$ cat src/rtl/pipeline_sink.sv
// Output-end sink of the global-stall address pipeline: buffers beats in a small FIFO,
// stalls the pipeline when full, purges flushed IDs and presents survivors downstream.
`ifndef ADDRESS_WIDTH
`define ADDRESS_WIDTH 32
`endif
`ifndef ID_WIDTH
`define ID_WIDTH 4
`endif

module pipeline_sink #(
  parameter int ADDR_W     = `ADDRESS_WIDTH,
  parameter int IDW        = `ID_WIDTH,
  parameter int FIFO_DEPTH = 4,
  parameter int CNT_W      = 8
) (
  input  logic                          clk,
  input  logic                          reset,
  input  logic [ADDR_W-1:0]             pipe_address,
  input  logic [IDW-1:0]                pipe_id,
  input  logic                          pipe_valid,
  output logic                          pipe_stall,
  input  logic                          flush,
  input  logic [IDW-1:0]                flush_id,
  output logic [ADDR_W-1:0]             m_address,
  output logic [IDW-1:0]                m_id,
  output logic                          m_valid,
  input  logic                          m_ready,
  output logic [$clog2(FIFO_DEPTH):0]   occupancy,
  output logic [CNT_W-1:0]              drop_count
);

  localparam int PW = $clog2(FIFO_DEPTH);

  logic [ADDR_W-1:0]     mem_addr [FIFO_DEPTH];
  logic [IDW-1:0]        mem_id   [FIFO_DEPTH];
  logic [FIFO_DEPTH-1:0] kill, kill_next;
  logic [FIFO_DEPTH-1:0] occupied;
  logic [PW-1:0]         rd_ptr, wr_ptr;
  logic [PW:0]           count;

  logic full, accept, in_match, push, in_drop, head_kill, pop;
  logic [1:0]       drop_inc;
  logic [CNT_W:0]   drop_sum;

  // Stall comes from registered state only, so it never closes a loop through the pipeline.
  assign full       = (count == (PW+1)'(FIFO_DEPTH));
  assign pipe_stall = full;

  assign accept    = pipe_valid && !full;
  assign in_match  = flush && (flush_id == pipe_id);
  assign push      = accept && !in_match;
  assign in_drop   = accept && in_match;

  assign head_kill = (count != '0) && kill[rd_ptr];
  assign m_valid   = (count != '0) && !kill[rd_ptr];
  assign pop       = (m_valid && m_ready) || head_kill;

  assign m_address = mem_addr[rd_ptr];
  assign m_id      = mem_id[rd_ptr];
  assign occupancy = count;

  // An entry is live when its distance from the read pointer is below the count.
  for (genvar g = 0; g < FIFO_DEPTH; g++) begin : g_occ
    logic [PW-1:0] offs;
    assign offs        = PW'(g) - rd_ptr;
    assign occupied[g] = ({1'b0, offs} < count);
  end

  // NOTE: every variable assigned in always_comb gets a default first, so no latch is inferred.
  always_comb begin
    kill_next = kill;
    for (int i = 0; i < FIFO_DEPTH; i++) begin
      if (flush && occupied[i] && (mem_id[i] == flush_id)) kill_next[i] = 1'b1;
    end
    if (push) kill_next[wr_ptr] = 1'b0;
  end

  assign drop_inc = {1'b0, in_drop} + {1'b0, head_kill};
  assign drop_sum = {1'b0, drop_count} + (CNT_W+1)'(drop_inc);

  // NOTE: payload storage has no reset; count and kill bits alone define which entries are valid.
  always_ff @(posedge clk) begin
    if (push) begin
      mem_addr[wr_ptr] <= pipe_address;
      mem_id[wr_ptr]   <= pipe_id;
    end
  end

  // NOTE: sequential state uses non-blocking assignments so all flops update from pre-edge values.
  always_ff @(posedge clk or negedge reset) begin
    if (!reset) begin
      rd_ptr     <= '0;
      wr_ptr     <= '0;
      count      <= '0;
      kill       <= '0;
      drop_count <= '0;
    end else begin
      kill <= kill_next;
      if (push) wr_ptr <= wr_ptr + 1'b1;
      if (pop)  rd_ptr <= rd_ptr + 1'b1;
      case ({push, pop})
        2'b10:   count <= count + 1'b1;
        2'b01:   count <= count - 1'b1;
        default: count <= count;
      endcase
      drop_count <= drop_sum[CNT_W] ? {CNT_W{1'b1}} : drop_sum[CNT_W-1:0];
    end
  end

endmodule

$ cat config.mk
export PLATFORM = sky130hd
export DESIGN_NAME = pipeline_sink
export DESIGN_NICKNAME = d
export VERILOG_FILES = /design/src/rtl/pipeline_sink.sv
export SDC_FILE = /design/constraint.sdc
export NUM_CORES = 1
export LEC_CHECK = 0
export BUFFER_PORTS_ARGS = -buffer_cell sky130_fd_sc_hd__clkbuf_2
export CORE_ASPECT_RATIO = 1.4
export CORE_MARGIN = 5
export CORE_UTILIZATION = 55
export DETAILED_ROUTE_END_ITERATION = 12
export GPL_ROUTABILITY_DRIVEN = 0
export PLACE_DENSITY = 0.77
export SLEW_MARGIN = 40
export SYNTH_ARGS = -nofsm -noshare
export SYNTH_HDL_FRONTEND = slang
export SYNTH_SLANG_ARGS = --single-unit
$ cat constraint.sdc
create_clock -name clk -period 6.6 [get_ports clk]
set_clock_uncertainty 0.15 [all_clocks]
set_input_delay 0.66 -clock clk [delete_from_list [all_inputs] [get_ports clk]]
set_output_delay 0.66 -clock clk [all_outputs]
set_load 0.05 [all_outputs]
* Word level (Yosys, flattened, before mapping)
Memory sizes are Yosys's and may differ from the RTL's.
Cells that the tools add are included.
** Operators by class
- $add $sub $neg :: 10
- Reduce and logical (&&, ||, !) cells :: 22
- Bitwise logic cells :: 2
- Eq/ne operators :: 8
- Mux-type cells :: 13
- Order comparisons :: 7
** Operators by type and width (number)
- 4-bit == test :: 5
- 1-bit logical AND :: 16
- 2-bit by 3-bit < comparator with 1-bit output :: 4
- 8-bit by 2-bit adder with 9-bit output :: 1
- 1-bit 2-to-1 mux :: 8
- 8-bit 2-to-1 mux :: 1
- 2-bit by 3-bit < comparator with 1-bit output, second input constant :: 2
- 3-bit case mux with 2 select lines :: 1
- 2-bit by 1-bit adder with 2-bit output, second input constant :: 2
- 4-bit AND :: 1
- 4-bit 2-to-1 mux :: 1
- 4-bit inverter :: 1
- 1-bit by 2-bit subtractor with 2-bit output, first input constant :: 2
- 2-bit subtractor, first input constant :: 2
- 3-bit by 1-bit adder with 3-bit output, second input constant :: 1
- 3-bit == test, second input constant :: 1
- 1-bit logical NOT :: 3
- 3-bit nonzero test :: 1
- 3-bit by 1-bit subtractor with 3-bit output, second input constant :: 1
- 1-bit by 1-bit adder with 2-bit output :: 1
- 1-bit binary-select mux with 2-bit select :: 1
- 1-bit demux with 2-bit select :: 1
- 2-bit by 1-bit == test with 1-bit output, second input constant :: 1
- 2-bit == test, second input constant :: 1
- other kinds (3) :: 3
** Storage, ports and cells
- Memory bits (writable) :: 144
- Memories kept :: 2
- Register bits after elaboration :: 19
- Logic and storage cells :: 69
** Memories
- mem_addr :: words 4, bits a word 32, read ports 1, clocked after Yosys merged registers in 0, write ports 1, RTL line 34 : logic [ADDR_W-1:0] mem_addr [FIFO_DEPTH];
- mem_id :: words 4, bits a word 4, read ports 5, clocked after Yosys merged registers in 0, write ports 1, RTL line 35 : logic [IDW-1:0] mem_id [FIFO_DEPTH];

* Depth between registers and ports, before layout
- Depth in word-level cells :: 8
- Gate-level depth with buffers :: 12
- Depth with buffers taken out :: 10

* Worst setup path after synthesis
Ideal clock, no wire load.
- Path type :: register to register
- From :: register count[2], in the netlist occupancy[2]
- To :: register drop_count[7]
- Setup time :: 165 ps
- Clock period less this slack :: 3696 ps
- Slack :: 2904 ps
- Data arrival time :: 3380 ps
- Buffers on the path :: 0
- Stages on the path, launching flop included :: 9
- Cells stage by stage :: dfrtp_1 > nor3b_1 > nand2b_1 > nor2_1 > fa_1 > ha_1 > and3_1 > a21boi_0 > a41oi_1
** Between the ends
- Longest elaborated chain between the ends :: 7
- Elaborated cells between the ends (all ways) :: 9
- Classes of those cells :: add/sub: 2; eq/ne: 1; mux: 1; reduce/logical: 5
** RTL lines
- from (decl) :: RTL line 39 : logic [PW:0] count;
- from (signal assigned) :: RTL line 102 : 2'b10: count <= count + 1'b1;
- from (signal assigned) :: RTL line 103 : 2'b01: count <= count - 1'b1;
- from (signal assigned) :: RTL line 104 : default: count <= count;
- 3-bit == test :: RTL line 46 : assign full = (count == (PW+1)'(FIFO_DEPTH));
- named net pipe_stall :: RTL line 21 : output logic pipe_stall,
- 1-bit logical NOT :: RTL line 49 : assign accept = pipe_valid && !full;
- 1-bit logical AND :: RTL line 49
- 1-bit logical AND :: RTL line 52 : assign in_drop = accept && in_match;
- 1-bit by 1-bit adder with 2-bit output :: RTL line 78 : assign drop_inc = {1'b0, in_drop} + {1'b0, head_kill};
- 8-bit by 2-bit adder with 9-bit output :: RTL line 79 : assign drop_sum = {1'b0, drop_count} + (CNT_W+1)'(drop_inc);
- 8-bit 2-to-1 mux :: RTL line 106 : drop_count <= drop_sum[CNT_W] ? {CNT_W{1'b1}} : drop_sum[CNT_W-1:0];
- to (signal assigned) :: RTL line 106
- to (decl) :: RTL line 29 : output logic [CNT_W-1:0] drop_count
The timed path passes the listed nets, and every way through them passes these cells.
A chain may end at the register's enable or synchronous reset.

* Worst setup path after layout
- From :: register rd_ptr[0]
- To :: register drop_count[7]
** Between the ends
- Longest elaborated chain between the ends :: 6
** RTL lines
- from (decl) :: RTL line 38 : logic [PW-1:0] rd_ptr, wr_ptr;
- from (signal assigned) :: RTL line 100 : if (pop) rd_ptr <= rd_ptr + 1'b1;
- 1-bit binary-select mux with 2-bit select :: RTL line 54 : assign head_kill = (count != '0) && kill[rd_ptr];
- 1-bit 2-to-1 mux (implied by the code) :: RTL line 54
- 1-bit logical AND :: RTL line 54
- 1-bit by 1-bit adder with 2-bit output :: RTL line 78
- 8-bit by 2-bit adder with 9-bit output :: RTL line 79
- 8-bit 2-to-1 mux :: RTL line 106
No other way between the ends. The select of a mux whose other input is x is not followed.

==> impl_metrics.tcl <==
set metrics [dict create \
    status "finished, final reports clean" \
    synth_flop_cell "edfxtp_1" \
    viasPerCell 5.54 \
    hold_viol_final 0 \
    worstSetupPathType "reg -> reg" \
    maxCapViolCount 0 \
    grt_max_degree 43 \
    ant_nets 0 \
    dr.pass1.iters 4 \
    fmax_ghz 0.324 \
    synthCells 330 \
    ys_ff_latch 163 \
    synth_edf_count 144 \
    fp.dieArea_um2 14300 \
    hp-class "in -> async" \
    fin_cells 588 \
    slew-limit-headroom_pct 59.9 \
    synth_nets 387 \
    wl_per_cell_um 19.8 \
    area_growth_pct 18.6 \
    clock_latency_ps 410 \
    overflow 0 \
    critPathLaunchType "flop" \
    cp_data_arrival_time_ps 3200 \
    post_cts_buffers 0 \
    yosysUniqueCellTypes 38 \
    cts_hold_buf 0 \
    critPathCaptureType "flop" \
    powerDensity_nw_per_um2 527 \
    min_period_ps 3080 \
    dp.cells 557 \
    critPathMaxFanout 42 \
    io_buffers 93 \
    cts_tree "done" \
    rows 47 \
    clock_path_buffers 2 \
    cts_sinks 163 \
    post-route-drc-count 0 \
    drive_gt1_share_pct 38.8 \
    hpwl_um 7530 \
    fin_setup_tns_ps 0 \
    fin_nets 486 \
    final_util_pct 66.3 \
    start_util_pct 55.9 \
    post_cts_resized 0 \
    first_global_vias 3554 \
    vias 3258 \
    die_h_um 139 \
    die_w_um 102 \
    clk_pin_slew_ps 60 \
    fin_crit_sh_pct 46.7 \
    routed_wl_um 11700 \
    n_antenna_cell 0 \
    yosys_warnings 0 \
    syn-mean-instance-area_um2 19.9 \
    rsz0062_at_grt "no" \
    synth_area_um2 6580 \
    htree_levels 4 \
    p_leak_nw 2.88 \
    final.fill_count 786 \
    fp.coreArea_um2 11800 \
    reg2reg_depth 8 \
    cp.required_ps 6720 \
    ys_seq_area_share_pct 73.0 \
    grtUsageTotal_pct 17.8 \
    drtIter0Drc 186 \
    final-max-slew-violation-count 0 \
    grt_pass1_wl_um 19000 \
    antenna_found_initial 0 \
    synth-async-reset-ratio_pct 11.7 \
    cts_root_buffer "clkbuf_16" \
    ir_drop_mv 0.317 \
    setup_violations 0 \
    ios 94 \
    tightest_slew_ps 600 \
    cts-buffers-inserted 17 \
]
[sequential cells by signal, indices dropped and copies added (netlist names)]
register / cells
rd_ptr: 2
drop_count: 8
mem_id: 16
mem_addr: 128
kill: 4
wr_ptr: 2
occupancy: 3
[kinds of logic (layout without fill, tap and decap cells)]
logic type / after synthesis / after routing / synth area share (%)
AO/OA/AOI/OAI: 23 / 23 / 2.66
multiplexers: 41 / 41 / 13.3
AND/OR/NAND/NOR: 37 / 37 / 2.99
flip-flops: 163 / 163 / 73.0
adder cells (fa/ha/maj): 12 / 12 / 2.51
buffers and inverters: 28 / 139 / 2.09
XOR/XNOR: 26 / 26 / 3.46
[area by class of cell]
type	count	area, µm²	area share, %
Clock buffer	18	429	5.50
Clock inverter	13	198	2.53
Inverter	14	52.6	0.674
Multi-Input combinational cell	139	1660	21.2
Sequential cell	163	4800	61.6
Tap cell	147	184	2.36
Timing Repair Buffer	94	477	6.11
[routing by layer]
metal	share of wire, %	up-vias	track usage, %
met5	0	-	0
met4	1.5	0	5.39
met3	5.7	11	5.31
met2	54	95	29.7
met1	39	1650	22.2
li1	-	1502	-
[critical path, cell delays in order, from the launching register on]
cell and delay [ps]:
dfrtp_2 350, buf_6 460, mux4_2 610, nor2b_1 160, fa_1 420, ha_1 220
and3_1 240, a21boi_0 180, a41oi_1 140
[power by group]
part | internal, mW | switching, mW | leakage (nW)
sequential | 1.37 | 0.136 | 1.55
combinational | 0.495 | 1.08 | 1.03
clock | 0.640 | 0.391 | 0.296
[layout by cell type (no fill, tap or decap), types with 2 or more instances in the layout]
| master | instances |
|---|---|
| nand2_1 | 4 |
| and3_1 | 2 |
| nand2b_1 | 7 |
| mux2_2 | 2 |
| mux2i_1 | 2 |
| clkbuf_2 | 93 |
| and2_4 | 4 |
| xnor2_1 | 15 |
| edfxtp_1 | 144 |
| inv_1 | 14 |
| fa_1 | 2 |
| a21oi_1 | 5 |
| a211oi_1 | 2 |
| dfrtp_1 | 17 |
| xor2_1 | 11 |
| nand3_1 | 9 |
| bufinv_16 | 4 |
| nor3_1 | 3 |
| inv_6 | 5 |
| nor2_1 | 5 |
| clkbuf_16 | 17 |
| a41oi_1 | 3 |
| ha_1 | 10 |
| clkinvlp_4 | 3 |
| mux4_2 | 37 |
| a2bb2oi_1 | 2 |
[per-stage QoR]
step / power, mW / setup slack, ps / hold WS [ps] / cell area [µm²]
2_1_floorplan: 2.76 / 2900 / 214 / 6580
3_3_place_gp: 3.09 / 3360 / 374 / 7160
3_5_place_dp: 3.12 / 3290 / 386 / 7160
4_1_cts: 4.15 / 3280 / 41.0 / 7790
5_1_grt: 4.31 / 3240 / 62.6 / 7800
6_report: 4.11 / 3520 / 41.2 / 7800
[cells in the mapped netlist (3+ instances only)]
library cell	n	area, µm²
a21oi_1	5	25.0
a41oi_1	3	26.3
and2_1	4	25.0
buf_2	8	40.0
dfrtp_1	19	475
edfxtp_1	144	4320
ha_1	10	125
inv_1	14	52.6
mux4_2	37	833
nand2_1	4	15.0
nand2b_1	7	43.8
nand3_1	9	45.0
nor2_1	5	18.8
nor3_1	3	15.0
xnor2_1	15	131
xor2_1	11	96.3
[worst paths after layout]
check                                startpoint              to  slack (ps)
worst max-delay path                  rd_ptr[0]   drop_count[7]        3520
worst min-delay path                      reset   drop_count[4]          40
worst max register to register        rd_ptr[0]   drop_count[7]        3520
worst min register to register          kill[2]         kill[2]         410
max in group asynchronous                 reset       rd_ptr[1]        5900
min in group clk                pipe_address[5]  mem_addr[0][5]         320
(Power assumes the default switching activity.)
